==> config.mk <==
export PLATFORM = sky130hd
export DESIGN_NAME = fcvt_f2i_flat
export DESIGN_NICKNAME = d
export VERILOG_FILES = /design/src/rtl/fcvt_f2i_if.sv /design/src/rtl/fcvt_f2i.sv /design/src/flat_wrapper.sv
export SDC_FILE = /design/constraint.sdc
export NUM_CORES = 1
export LEC_CHECK = 0
export BUFFER_PORTS_ARGS = -buffer_cell sky130_fd_sc_hd__buf_2
export CORE_UTILIZATION = 52
export CTS_BUF_LIST = sky130_fd_sc_hd__clkbuf_2 sky130_fd_sc_hd__clkbuf_4 sky130_fd_sc_hd__clkbuf_8
export DETAILED_ROUTE_END_ITERATION = 10
export PLACE_DENSITY = 0.72
export SETUP_SLACK_MARGIN = 0.3
export SLEW_MARGIN = 20
export SYNTH_ARGS = -nofsm -noshare
export SYNTH_HDL_FRONTEND = slang
export SYNTH_SLANG_ARGS = --single-unit
==> constraint.sdc <==
create_clock -name CLK -period 5.65 [get_ports CLK]
set_input_delay 0.565 -clock CLK [delete_from_list [all_inputs] [get_ports CLK]]
set_output_delay 0.565 -clock CLK [all_outputs]
set_load 0.02 [all_outputs]
==> src/rtl/fcvt_f2i_if.sv <==
// Request/result bundle for the float-to-integer converter.
// The master drives the request, the slave returns the result and status.
interface fcvt_f2i_if;
    logic        in_valid;
    logic [31:0] f;
    logic        is_unsigned;
    logic [2:0]  rm;
    logic        busy;
    logic        out_valid;
    logic [31:0] rd;
    logic        nv;
    logic        nx;

    modport master (
        output in_valid, f, is_unsigned, rm,
        input  busy, out_valid, rd, nv, nx
    );

    modport slave (
        input  in_valid, f, is_unsigned, rm,
        output busy, out_valid, rd, nv, nx
    );
endinterface

==> src/rtl/fcvt_f2i.sv <==
// Multi-cycle IEEE-754 single to int32/uint32 converter.
// The significand is shifted one bit per cycle, then rounded once and range-checked.
module fcvt_f2i (
    input  logic       CLK,
    input  logic       RST,
    fcvt_f2i_if.slave  bus
);
    typedef enum logic [1:0] {IDLE, SHIFT, ROUND} state_t;

    state_t      state;
    logic [32:0] mag;
    logic [4:0]  cnt;
    logic        guard;
    logic        sticky;
    logic        sign;
    logic        uns;
    logic        special;
    logic        nan;
    logic        left;
    logic [2:0]  rm_r;

    logic [7:0]  ex;
    logic        dec_special;
    logic        dec_left;
    logic [4:0]  dec_n;

    assign ex = bus.f[30:23];

    // Shift plan from the biased exponent: 150 is e=23, 159 is e=32; subnormals share exp=1's scale.
    always_comb begin
        dec_special = 1'b0;
        dec_left    = 1'b0;
        dec_n       = 5'd0;
        if (ex == 8'hFF || ex >= 8'd159) begin
            dec_special = 1'b1;
        end else if (ex >= 8'd150) begin
            dec_left = 1'b1;
            dec_n    = 5'(ex - 8'd150);
        end else if (ex <= 8'd125) begin
            dec_n = 5'd25;
        end else begin
            dec_n = 5'(8'd150 - ex);
        end
    end

    logic        inc;
    logic [32:0] rounded;
    logic        res_nv;
    logic [31:0] res_rd;

    always_comb begin
        case (rm_r)
            3'b001:  inc = 1'b0;
            3'b010:  inc = sign & (guard | sticky);
            3'b011:  inc = ~sign & (guard | sticky);
            3'b100:  inc = guard;
            default: inc = guard & (sticky | mag[0]);
        endcase
        rounded = mag + 33'(inc);

        res_nv = special;
        if (uns) begin
            if (rounded[32] || (sign && rounded != 33'd0))
                res_nv = 1'b1;
        end else begin
            if (!sign && rounded > 33'h07FFFFFFF)
                res_nv = 1'b1;
            if (sign && rounded > 33'h080000000)
                res_nv = 1'b1;
        end

        // NaN saturates toward the positive limit regardless of its sign bit.
        if (res_nv) begin
            if (nan || !sign)
                res_rd = uns ? 32'hFFFFFFFF : 32'h7FFFFFFF;
            else
                res_rd = uns ? 32'h00000000 : 32'h80000000;
        end else if (sign) begin
            res_rd = uns ? 32'h00000000 : (32'd0 - rounded[31:0]);
        end else begin
            res_rd = rounded[31:0];
        end
    end

    always_ff @(posedge CLK or posedge RST) begin
        if (RST) begin
            state         <= IDLE;
            mag           <= '0;
            cnt           <= '0;
            guard         <= 1'b0;
            sticky        <= 1'b0;
            sign          <= 1'b0;
            uns           <= 1'b0;
            special       <= 1'b0;
            nan           <= 1'b0;
            left          <= 1'b0;
            rm_r          <= '0;
            bus.busy      <= 1'b0;
            bus.out_valid <= 1'b0;
            bus.rd        <= '0;
            bus.nv        <= 1'b0;
            bus.nx        <= 1'b0;
        end else begin
            bus.out_valid <= 1'b0;
            case (state)
                IDLE: begin
                    if (bus.in_valid) begin
                        mag      <= {9'b0, ex != 8'd0, bus.f[22:0]};
                        cnt      <= dec_n;
                        guard    <= 1'b0;
                        sticky   <= 1'b0;
                        sign     <= bus.f[31];
                        uns      <= bus.is_unsigned;
                        rm_r     <= bus.rm;
                        special  <= dec_special;
                        nan      <= (ex == 8'hFF) && (bus.f[22:0] != 23'd0);
                        left     <= dec_left;
                        bus.busy <= 1'b1;
                        state    <= SHIFT;
                    end
                end
                SHIFT: begin
                    if (cnt != 5'd0) begin
                        if (left) begin
                            mag <= mag << 1;
                        end else begin
                            mag    <= mag >> 1;
                            guard  <= mag[0];
                            sticky <= sticky | guard;
                        end
                        cnt <= cnt - 5'd1;
                    end else begin
                        state <= ROUND;
                    end
                end
                ROUND: begin
                    bus.rd        <= res_rd;
                    bus.nv        <= res_nv;
                    bus.nx        <= (guard | sticky) & ~res_nv;
                    bus.out_valid <= 1'b1;
                    bus.busy      <= 1'b0;
                    state         <= IDLE;
                end
                default: state <= IDLE;
            endcase
        end
    end
endmodule

==> src/flat_wrapper.sv <==
// flat-port wrapper written by rule: the top's interface ports become plain ports
module fcvt_f2i_flat 
  (CLK, RST, bus_in_valid, bus_f, bus_is_unsigned, bus_rm, bus_busy, bus_out_valid, bus_rd, bus_nv, bus_nx);
  fcvt_f2i_if bus_i ();
  input  logic CLK;
  input  logic RST;
  input wire logic [$bits(bus_i.in_valid)-1:0] bus_in_valid;
  input wire logic [$bits(bus_i.f)-1:0] bus_f;
  input wire logic [$bits(bus_i.is_unsigned)-1:0] bus_is_unsigned;
  input wire logic [$bits(bus_i.rm)-1:0] bus_rm;
  output wire logic [$bits(bus_i.busy)-1:0] bus_busy;
  output wire logic [$bits(bus_i.out_valid)-1:0] bus_out_valid;
  output wire logic [$bits(bus_i.rd)-1:0] bus_rd;
  output wire logic [$bits(bus_i.nv)-1:0] bus_nv;
  output wire logic [$bits(bus_i.nx)-1:0] bus_nx;
  assign bus_i.in_valid = bus_in_valid;
  assign bus_i.f = bus_f;
  assign bus_i.is_unsigned = bus_is_unsigned;
  assign bus_i.rm = bus_rm;
  assign bus_busy = bus_i.busy;
  assign bus_out_valid = bus_i.out_valid;
  assign bus_rd = bus_i.rd;
  assign bus_nv = bus_i.nv;
  assign bus_nx = bus_i.nx;
  fcvt_f2i u_core (.CLK(CLK), .RST(RST), .bus(bus_i));
endmodule
# Yosys cells after proc, flatten, opt, wreduce, memory -nomap -nowiden
# Index checks and enable logic that the tools add are counted.
[op_classes]
n_mux = 37
order_cmp = 5
bitwise_logic = 8
n_eq_ne = 11
add_sub_neg = 5
n_reduce_logical = 20
[op_table]
columns = ["cell", "count"]
rows = [
  ["two-way mux 32 bit", 6],
  ["two-way mux 33 bit", 3],
  ["one-hot mux 33 bit (2 select lines)", 1],
  ["adder 33 x 1 -> 33 bit", 1],
  ["> comparator 33 x 31 -> 1 bit, second input constant", 1],
  ["> comparator 33 x 32 -> 1 bit, second input constant", 1],
  ["nonzero test 33 bit", 1],
  ["subtractor 1 x 32 -> 32 bit, first input constant", 1],
  ["two-way mux 5 bit", 5],
  ["nonzero test 23 bit", 1],
  ["greater-or-equal comparator 8 bit, second input constant", 2],
  ["two-way mux 1 bit", 14],
  ["one-hot mux 5 bit (2 select lines)", 1],
  ["equality test 8 bit, second input constant", 1],
  ["less-or-equal comparator 8 x 7 -> 1 bit, second input constant", 1],
  ["nonzero test 8 bit", 1],
  ["equality test 3 x 2 -> 1 bit, second input constant", 2],
  ["inequality test 2 bit, second input constant", 3],
  ["one-hot mux 1 bit (2 select lines)", 3],
  ["AND reduction 2 bit", 3],
  ["nonzero test 5 bit", 1],
  ["subtractor 5 x 1 -> 5 bit, second input constant", 1],
  ["subtractor 5 bit, first input constant", 1],
  ["subtractor 5 bit, second input constant", 1],
  ["other kinds (18)", 30],
]
[totals]
register_bits = 86
word_cells = 102

# Longest topological paths before layout
# Gate-level depths: netlist of the first run.
[logic_depth]
ltp_word = 11
ltp_mapped = 19

# Least setup slack after synthesis of the first run
# Ideal clock, no wire load.
[synth_timing]
path_type = "register -> register"
startpoint = "reg u_core.sign"
endpoint = "reg u_core.bus.rd[19]"
t_required_ns = 5.526
arrival_time_ns = 3.979
path_slack_ns = 1.547
path_stages_with_launch = 19
setup_time_ns = 0.124
synth_period_minus_slack_ns = 4.103
n_path_buf = 3
cell_sequence = "dfrtp_1 clkbuf_1 xnor2_1 nor3b_1 a21oi_1 nor2_1 ha_1 ha_1 buf_2 nand2_1 or4_1 o21ai_1 nand2_1 or4_4 nand4bb_4 a31o_4 a21oi_4 buf_6 a21oi_2"
[synth_between]
elab_chain_len = 10
[synth_rtl]
columns = ["item", "line", "source"]
rows = [
  ["from (decl)", "fcvt_f2i.sv:15", "logic sign;"],
  ["from (signal assigned)", "fcvt_f2i.sv:112", "sign <= bus.f[31];"],
  ["NOT 1 bit", "fcvt_f2i.sv:55", "3'b011: inc = ~sign & (guard | sticky);"],
  ["bitwise AND 1 bit", "fcvt_f2i.sv:55", ""],
  ["one-hot mux 1 bit (4 select lines)", "fcvt_f2i.sv:52", "case (rm_r)"],
  ["adder 33 x 1 -> 33 bit", "fcvt_f2i.sv:59", "rounded = mag + 33'(inc);"],
  ["> comparator 33 x 31 -> 1 bit / nonzero test 33 bit (equally long branches)", "fcvt_f2i.sv:66, fcvt_f2i.sv:63", ""],
  ["logical AND 1 bit, on equally long branches", "fcvt_f2i.sv:66, fcvt_f2i.sv:63", ""],
  ["two-way mux 1 bit / logical OR 1 bit (equally long branches)", "fcvt_f2i.sv:66, fcvt_f2i.sv:63", ""],
  ["two-way mux 1 bit, on equally long branches", "fcvt_f2i.sv:68, fcvt_f2i.sv:63", ""],
  ["two-way mux 1 bit", "fcvt_f2i.sv:62", "if (uns) begin"],
  ["two-way mux 32 bit (*)", "fcvt_f2i.sv:73", "if (res_nv) begin"],
  ["to (signal assigned)", "fcvt_f2i.sv:137", "bus.rd <= res_rd;"],
  ["to (decl)", "fcvt_f2i_if.sv:21", "output busy, out_valid, rd, nv, nx"],
]
# Every way passes the cells marked *; elsewhere a longest branch is shown, timed or not.
# A chain may end at the register's enable or synchronous reset.

# Final worst setup path of the first run
[layout_timing]
startpoint = "reg u_core.rm_r[0]"
endpoint = "reg u_core.bus.rd[0]"
[layout_between]
elab_chain_len = 9
[layout_rtl]
columns = ["item", "line", "source"]
rows = [
  ["from (decl)", "fcvt_f2i.sv:20", "logic [2:0] rm_r;"],
  ["from (signal assigned)", "fcvt_f2i.sv:114", "rm_r <= bus.rm;"],
  ["equality test 3 bit (tied with other cells)", "fcvt_f2i.sv:52", ""],
  ["one-hot mux 1 bit (4 select lines) (*)", "fcvt_f2i.sv:52", ""],
  ["adder 33 x 1 -> 33 bit (*)", "fcvt_f2i.sv:59", ""],
  ["> comparator 33 x 31 -> 1 bit / nonzero test 33 bit (equally long branches)", "fcvt_f2i.sv:66, fcvt_f2i.sv:63", ""],
  ["logical AND 1 bit, on equally long branches", "fcvt_f2i.sv:66, fcvt_f2i.sv:63", ""],
  ["two-way mux 1 bit / logical OR 1 bit (equally long branches)", "fcvt_f2i.sv:66, fcvt_f2i.sv:63", ""],
  ["two-way mux 1 bit, on equally long branches", "fcvt_f2i.sv:68, fcvt_f2i.sv:63", ""],
  ["two-way mux 1 bit", "fcvt_f2i.sv:62", ""],
  ["two-way mux 32 bit (*)", "fcvt_f2i.sv:73", ""],
]
# Marked as above.

==> results.toml, run 1 <==
[sta]
hold_slack_ns = 0.227
timing.max_slew.rel_slack_pct = 43.2
grt_setup_unrepaired = "false"
worst_clock_skew_ns = 0.00920
tightest_slew_ns = 0.846
fin_crit_sh_pct = 87.9
final_period_minus_worst_setup_slack_ns = 4.97
setup-violations-final = 0
hold_viol_final = 0
fmaxAchievable_mhz = 201
fin_ws_ns = 0.682
setup_tns_ns = 0
finalMaxSlewViolations = 0

[synthesis]
yosys-top-cells-area = "sky130_fd_sc_hd__dfrtp_1, sky130_fd_sc_hd__nand2_1, sky130_fd_sc_hd__nor2_1"
synth_adder_area_share_pct = 2.24
synthDominantAreaCellType = "sky130_fd_sc_hd__dfrtp_1"
synth.ff_latch_count = 86
synthesis.area_per_instance_um2 = 7.81
synth_xor_area_share_pct = 7.20
synth_edf_count = 0
synthDistinctLibCells = 64
post_synth_top_flop = "sky130_fd_sc_hd__dfrtp_1"
main_combinational_cell_family_by_area_after_synthesis = "simple AND/OR/NAND/NOR gates"
yosys.area.top_type_share_pct = 32.2
synth_mux_area_share_pct = 4.64
synth_area_in_simple_gates_pct = 27.0
yosys_warnings = 0
synth_compound_area_share_pct = 21.0
synth.net_count = 908
post_syn_area_um2 = 6690
async_reset_ff_share_pct = 100
synth-seq-area-share_pct = 32.2
synthCells = 857

[route]
drt_pre_antenna_iters = 5
post_drt_wl_per_cell_um = 14.9
detailedRoute.firstIterationViolations = 464
drtAntennaViolNets = 0
detail_route.vias_per_cell = 5.74
wl_um = 15700
dr_total_vias = 6055
drc = 0

[clock_network]
cts_inserted_buffers = 9
worst_skew_pair.late_latency_ns = 0.37
clk_transition_reported_paths_ns = 0.08
cts.repair_timing.setup_buffer_count = 0
post_cts_resize_count = 0
htreeDepth = 3
cts.path.max_buffers = 2
hold_buffers = 0
clock-root-buffer = "sky130_fd_sc_hd__clkbuf_8"
cts_tree = "done"
clock-sinks = 86

[worst_setup_path]
cp_max_fo = 31
worstSetupEndpointType = "flip-flop"
worstSetupStartpointType = "flip-flop"
ff2ff_path_depth = 16
cp_data_required_time_ns = 5.89
critical_path.startpoint = "u_core.rm_r[0]"
worst_ep_arrival_time_ns = 5.21
critical_path.reg2reg.endpoint = "u_core.bus.rd[0]"
worst-setup-path-type = "flip-flop to flip-flop"
worstReg2RegStart = "u_core.rm_r[0]"
reg2reg_slack_ns = 0.68
worst_setup_path_endpoint = "u_core.bus.rd[0]"

[pwr]
fin_total_pwr_mw = 3.84
vdd.ir_drop.worst_v = 0.000257
static-leakage-power_nw = 2.80
power_density_nw_per_um2 = 531

[placed_design]
globalplace.congestion = 0.936
preCtsSetupSlack_ns = 0.740
buffer_ports.inserted = 74
placedInstanceArea_um2 = 7020
numPlacedInstances = 1041
dpl.hpwl_um = 11600

[cells_and_area]
final_design_utilization_pct = 57.6
diodes = 0
finalNetCount = 931
finalInstanceArea_um2 = 7230
finish.cell_count_without_fillers = 1055
final_common_cell = "sky130_fd_sc_hd__nand2_1"
ratio_of_cells_with_drive_above_1_in_the_final_layout_pct = 16.0
num-fill-cells = 1186
syn_to_final_growth_pct = 8.08
most-common-layout-cells = "sky130_fd_sc_hd__nand2_1, sky130_fd_sc_hd__nor2_1, sky130_fd_sc_hd__dfrtp_1, sky130_fd_sc_hd__buf_2, sky130_fd_sc_hd__o21ai_0"

[min_path]
hold_class = "input port to async pin"

[floorplan]
floorplan.core_area_um2 = 12600
num_rows = 41
starting_density_pct = 53.3
design.portCount = 75
die_x_um = 115
die_area_um2 = 13300
dieHeight_um = 115

[global_route]
gr-usage-all-layers_pct = 24.7
congestion_overflow_gr = 0
via_count_of_the_first_global_routing_pass = 5347
grt_first_pass_wirelength_um = 26100
pin_count_of_the_biggest_net_entering_global_routing = 76
grt_antenna_before_repair = 0

[outcome]
outcome = "complete, no violations"

[flow_run]
cap_violations = 0
Yosys cell counts, drive strengths merged, types with 7 or more instances:
master and n:
o21ai 71, nor2 98, nand4 18, o31ai 21
buf 26, inv 19, nand3 23, nand2b 9
mux2i 31, and4 7, a21oi 74, clkbuf 43
ha 12, nor3 19, nand2 127, xnor2 42
dfrtp 86, xor2 13, o41ai 7, or4 10
or3 9, nor4 23
metal layers:
metal | global-route usage, % | share of wire, % | up-vias
met5 | 0 | 0 | -
met4 | 9.44 | 2.3 | 0
met3 | 3.87 | 5.3 | 21
met2 | 35.7 | 42 | 185
met1 | 36.9 | 50 | 2752
li1 | - | - | 3097
registers in the layout (all words and copies together), names as in the netlist, 2 cells and up:
signal,flops
u_core.bus.rd,32
u_core.cnt,5
u_core.mag,33
u_core.rm_r,3
u_core.state,2
how the worst min path moves through the flow:
stage                               start         endpoint  slack [ns]
after detailed placement  u_core.bus.busy  u_core.bus.busy        0.47
after floorplan                u_core.nan       u_core.nan        0.43
after CTS                             RST    u_core.bus.nv        0.23
after global placement      u_core.bus.nv    u_core.bus.nv        0.46
final                                 RST    u_core.bus.nv        0.23
after global routing                  RST    u_core.bus.nv        0.25
where the power goes:
group          leakage, nW  switching (mW)  internal, mW
Sequential            1.07           0.365         0.881
Combinational         1.64            1.34         0.824
Clock               0.0935           0.212         0.223
area by class of cell:
type / instances / area (um2) / area share [%]
multi-input cells: 682 / 4170 / 57.7
flip-flops and latches: 86 / 2150 / 29.8
repair buffers: 81 / 423 / 5.85
well taps: 172 / 215 / 2.98
clock buffers: 11 / 151 / 2.09
inverters: 20 / 76.3 / 1.06
clock inverters: 3 / 45.0 / 0.623
kinds of logic after synthesis:
family,after synthesis
and+or+nand+nor,371
AOI/OAI and AO/OA,213
buffers and inverters,89
DFF,86
xor gates and xnor gates,55
muxes,31
adders and majority gates,12
critical path, cell delays in order, from the launching register on:
cell                        delay (ns)
sky130_fd_sc_hd__dfrtp_1          0.41
sky130_fd_sc_hd__xnor2_1          0.14
sky130_fd_sc_hd__nor3b_1          0.19
sky130_fd_sc_hd__a21oi_1          0.06
sky130_fd_sc_hd__nor2_1           0.12
sky130_fd_sc_hd__ha_1             0.38
sky130_fd_sc_hd__ha_1             0.43
sky130_fd_sc_hd__nand2_1          0.38
sky130_fd_sc_hd__or4_1            0.61
sky130_fd_sc_hd__o21ai_1          0.18
sky130_fd_sc_hd__nand2_1          0.12
sky130_fd_sc_hd__or4_4            0.56
sky130_fd_sc_hd__nand4bb_4        0.26
sky130_fd_sc_hd__a31o_4           0.28
sky130_fd_sc_hd__a21oi_4          0.13
sky130_fd_sc_hd__buf_4            0.43
sky130_fd_sc_hd__a21oi_1          0.13
Note: power is estimated with default switching activity, not from simulation.
==> run 2, diff against run 1 <==
- clock period: 5.65 -> 5.7 ns (I/O delays scaled with it)
==> run 2 against run 1 <==
  * Sequential power about the same
  * Critical path depth did not move
  * Combinational power barely moved
  * Count of clock-buffer cells in the layout is 1 lower
  * Total power decreased by 1.8%
  * Critical endpoint unchanged
  * Wire length increased by 0.48%
  * Design area down 0.29%
  * Maximum frequency is 0.27% higher
  * First-iteration DRC count decreased by 0.65%
  * Cell count about the same
  * Worst hold slack worse by 0.015 ns
==> results.toml, run 2 (same netlist as run 1, synthesis figures left out) <==
[cells_and_area]
largest_registers = "u_core.mag x33, u_core.bus.rd x32, u_core.cnt x5"
most-common-layout-cells = "sky130_fd_sc_hd__nand2_1, sky130_fd_sc_hd__nor2_1, sky130_fd_sc_hd__dfrtp_1, sky130_fd_sc_hd__buf_2, sky130_fd_sc_hd__o21ai_0"
biggest_register = "u_core.mag"
finalNetCount = 930
diodes = 0
syn_to_final_growth_pct = 7.76
largest_register_ffs = 33
final_common_cell = "sky130_fd_sc_hd__nand2_1"
ratio_of_cells_with_drive_above_1_in_the_final_layout_pct = 16.1
num-fill-cells = 1228
finish.cell_count_without_fillers = 1056

[placed_design]
numPlacedInstances = 1040
dpl.hpwl_um = 11600
globalplace.congestion = 0.932
buffer_ports.inserted = 74

[clock_network]
cts.repair_timing.setup_buffer_count = 0
cts_tree = "done"
htreeDepth = 3
hold_buffers = 0
cts_inserted_buffers = 9
clock-sinks = 86
worst_skew_pair.late_latency_ns = 0.38
cts.path.max_buffers = 2
post_cts_resize_count = 0
clk_transition_reported_paths_ns = 0.09
clock-root-buffer = "sky130_fd_sc_hd__clkbuf_8"

[global_route]
via_count_of_the_first_global_routing_pass = 5249
gr-usage-all-layers_pct = 25.0
grt_antenna_before_repair = 0
pin_count_of_the_biggest_net_entering_global_routing = 76
grt_first_pass_wirelength_um = 26500
congestion_overflow_gr = 0

[sta]
final_period_minus_worst_setup_slack_ns = 4.95
tightest_slew_ns = 0.854
fmaxAchievable_mhz = 202
fin_crit_sh_pct = 86.9
timing.max_slew.rel_slack_pct = 42.7
finalMaxSlewViolations = 0
grt_setup_unrepaired = "false"
worst_clock_skew_ns = 0.0183
setup_tns_ns = 0
hold_viol_final = 0
setup-violations-final = 0

[pwr]
static-leakage-power_nw = 2.80
power_density_nw_per_um2 = 523
vdd.ir_drop.worst_v = 0.000256
fin_total_pwr_mw = 3.77

[floorplan]
dieHeight_um = 115
design.portCount = 75
floorplan.core_area_um2 = 12600
num_rows = 41
starting_density_pct = 53.3
die_area_um2 = 13300
die_x_um = 115

[worst_setup_path]
worst-setup-path-type = "flip-flop to flip-flop"
worstSetupStartpointType = "flip-flop"
cp_data_required_time_ns = 5.95
worst_ep_arrival_time_ns = 5.20
worstSetupEndpointType = "flip-flop"
ff2ff_path_depth = 16
cp_max_fo = 31

[route]
detail_route.vias_per_cell = 5.72
detailedRoute.firstIterationViolations = 461
drt_pre_antenna_iters = 6
dr_total_vias = 6039
drc = 0
post_drt_wl_per_cell_um = 15.0
drtAntennaViolNets = 0
wl_um = 15800

[flow_run]
cap_violations = 0

[min_path]
hold_class = "input port to async pin"

[outcome]
outcome = "complete, no violations"
[run 2: changes by cell type in the layout (fill, tap and decap cells not counted), sizes merged]
cell / delta
clkinv: +5
clkinvlp: -2
buf: -1
bufinv: -1
clkbuf: -1
inv: +1
[run 2: critical path, cell delays in order, from the launching register on]
cell and delay, ns:
sky130_fd_sc_hd__dfrtp_1 0.43, sky130_fd_sc_hd__nor3_1 0.07, sky130_fd_sc_hd__o31ai_1 0.22, sky130_fd_sc_hd__a21oi_1 0.10, sky130_fd_sc_hd__nor2_1 0.11, sky130_fd_sc_hd__ha_1 0.39, sky130_fd_sc_hd__ha_1 0.42, sky130_fd_sc_hd__nand2_1 0.37
sky130_fd_sc_hd__or4_1 0.60, sky130_fd_sc_hd__o21ai_1 0.17, sky130_fd_sc_hd__nand2_1 0.12, sky130_fd_sc_hd__or4_4 0.56, sky130_fd_sc_hd__nand4bb_4 0.26, sky130_fd_sc_hd__a31o_4 0.28, sky130_fd_sc_hd__a21oi_4 0.13, sky130_fd_sc_hd__buf_4 0.44
sky130_fd_sc_hd__a21oi_1 0.13
[run 2: metrics by stage]
| stage | worst slack [ns] | cell area [um2] | utilization [%] | hold slack [ns] |
|---|---|---|---|---|
| 2_1_floorplan | 1.60 | 6690 | - | 0.435 |
| 3_3_place_gp | 0.939 | 7020 | 55.8 | 0.458 |
| 3_5_place_dp | 0.789 | 7020 | 55.8 | 0.465 |
| 4_1_cts | 0.792 | 7200 | 57.3 | 0.225 |
| 5_1_grt | 0.391 | 7210 | 57.4 | 0.263 |
| 6_report | 0.745 | 7210 | 57.4 | 0.212 |
[run 2: path summary, 6_finish.rpt]
check | from | endpoint | slack [ns]
max | u_core.mag[0] | u_core.bus.rd[0] | 0.75
min | RST | u_core.bus.rd[29] | 0.21
max reg2reg | u_core.mag[0] | u_core.bus.rd[0] | 0.75
min reg2reg | u_core.bus.busy | u_core.bus.busy | 0.48
max in group asynchronous | RST | u_core.mag[10] | 4.42
min in group CLK | bus_rm[1] | u_core.rm_r[1] | 0.38
[run 2: area by class of cell]
cell class | count | area (um2) | share of cell area [%]
clock inverter | 6 | 45.0 | 0.625
timing repair buffer | 80 | 415 | 5.76
clock buffer | 10 | 138 | 1.91
sequential | 86 | 2150 | 29.8
inverter | 20 | 76.3 | 1.06
multi-input combinational | 682 | 4170 | 57.8
tap | 172 | 215 | 2.98
[run 2: metal layers]
layer	routed length, um	vias up	GRT usage [%]	share of wire (%)
li1	-	3102	-	-
met1	8060	2722	38.4	51
met2	6410	183	33.8	41
met3	810	32	4.34	5.1
met4	533	0	11.0	3.4
met5	0	-	0	0
[run 2: where the power goes]
part | switching, mW | internal (mW) | total (mW)
sequential | 0.357 | 0.873 | 1.23
combinational | 1.32 | 0.815 | 2.14
clock | 0.233 | 0.172 | 0.406
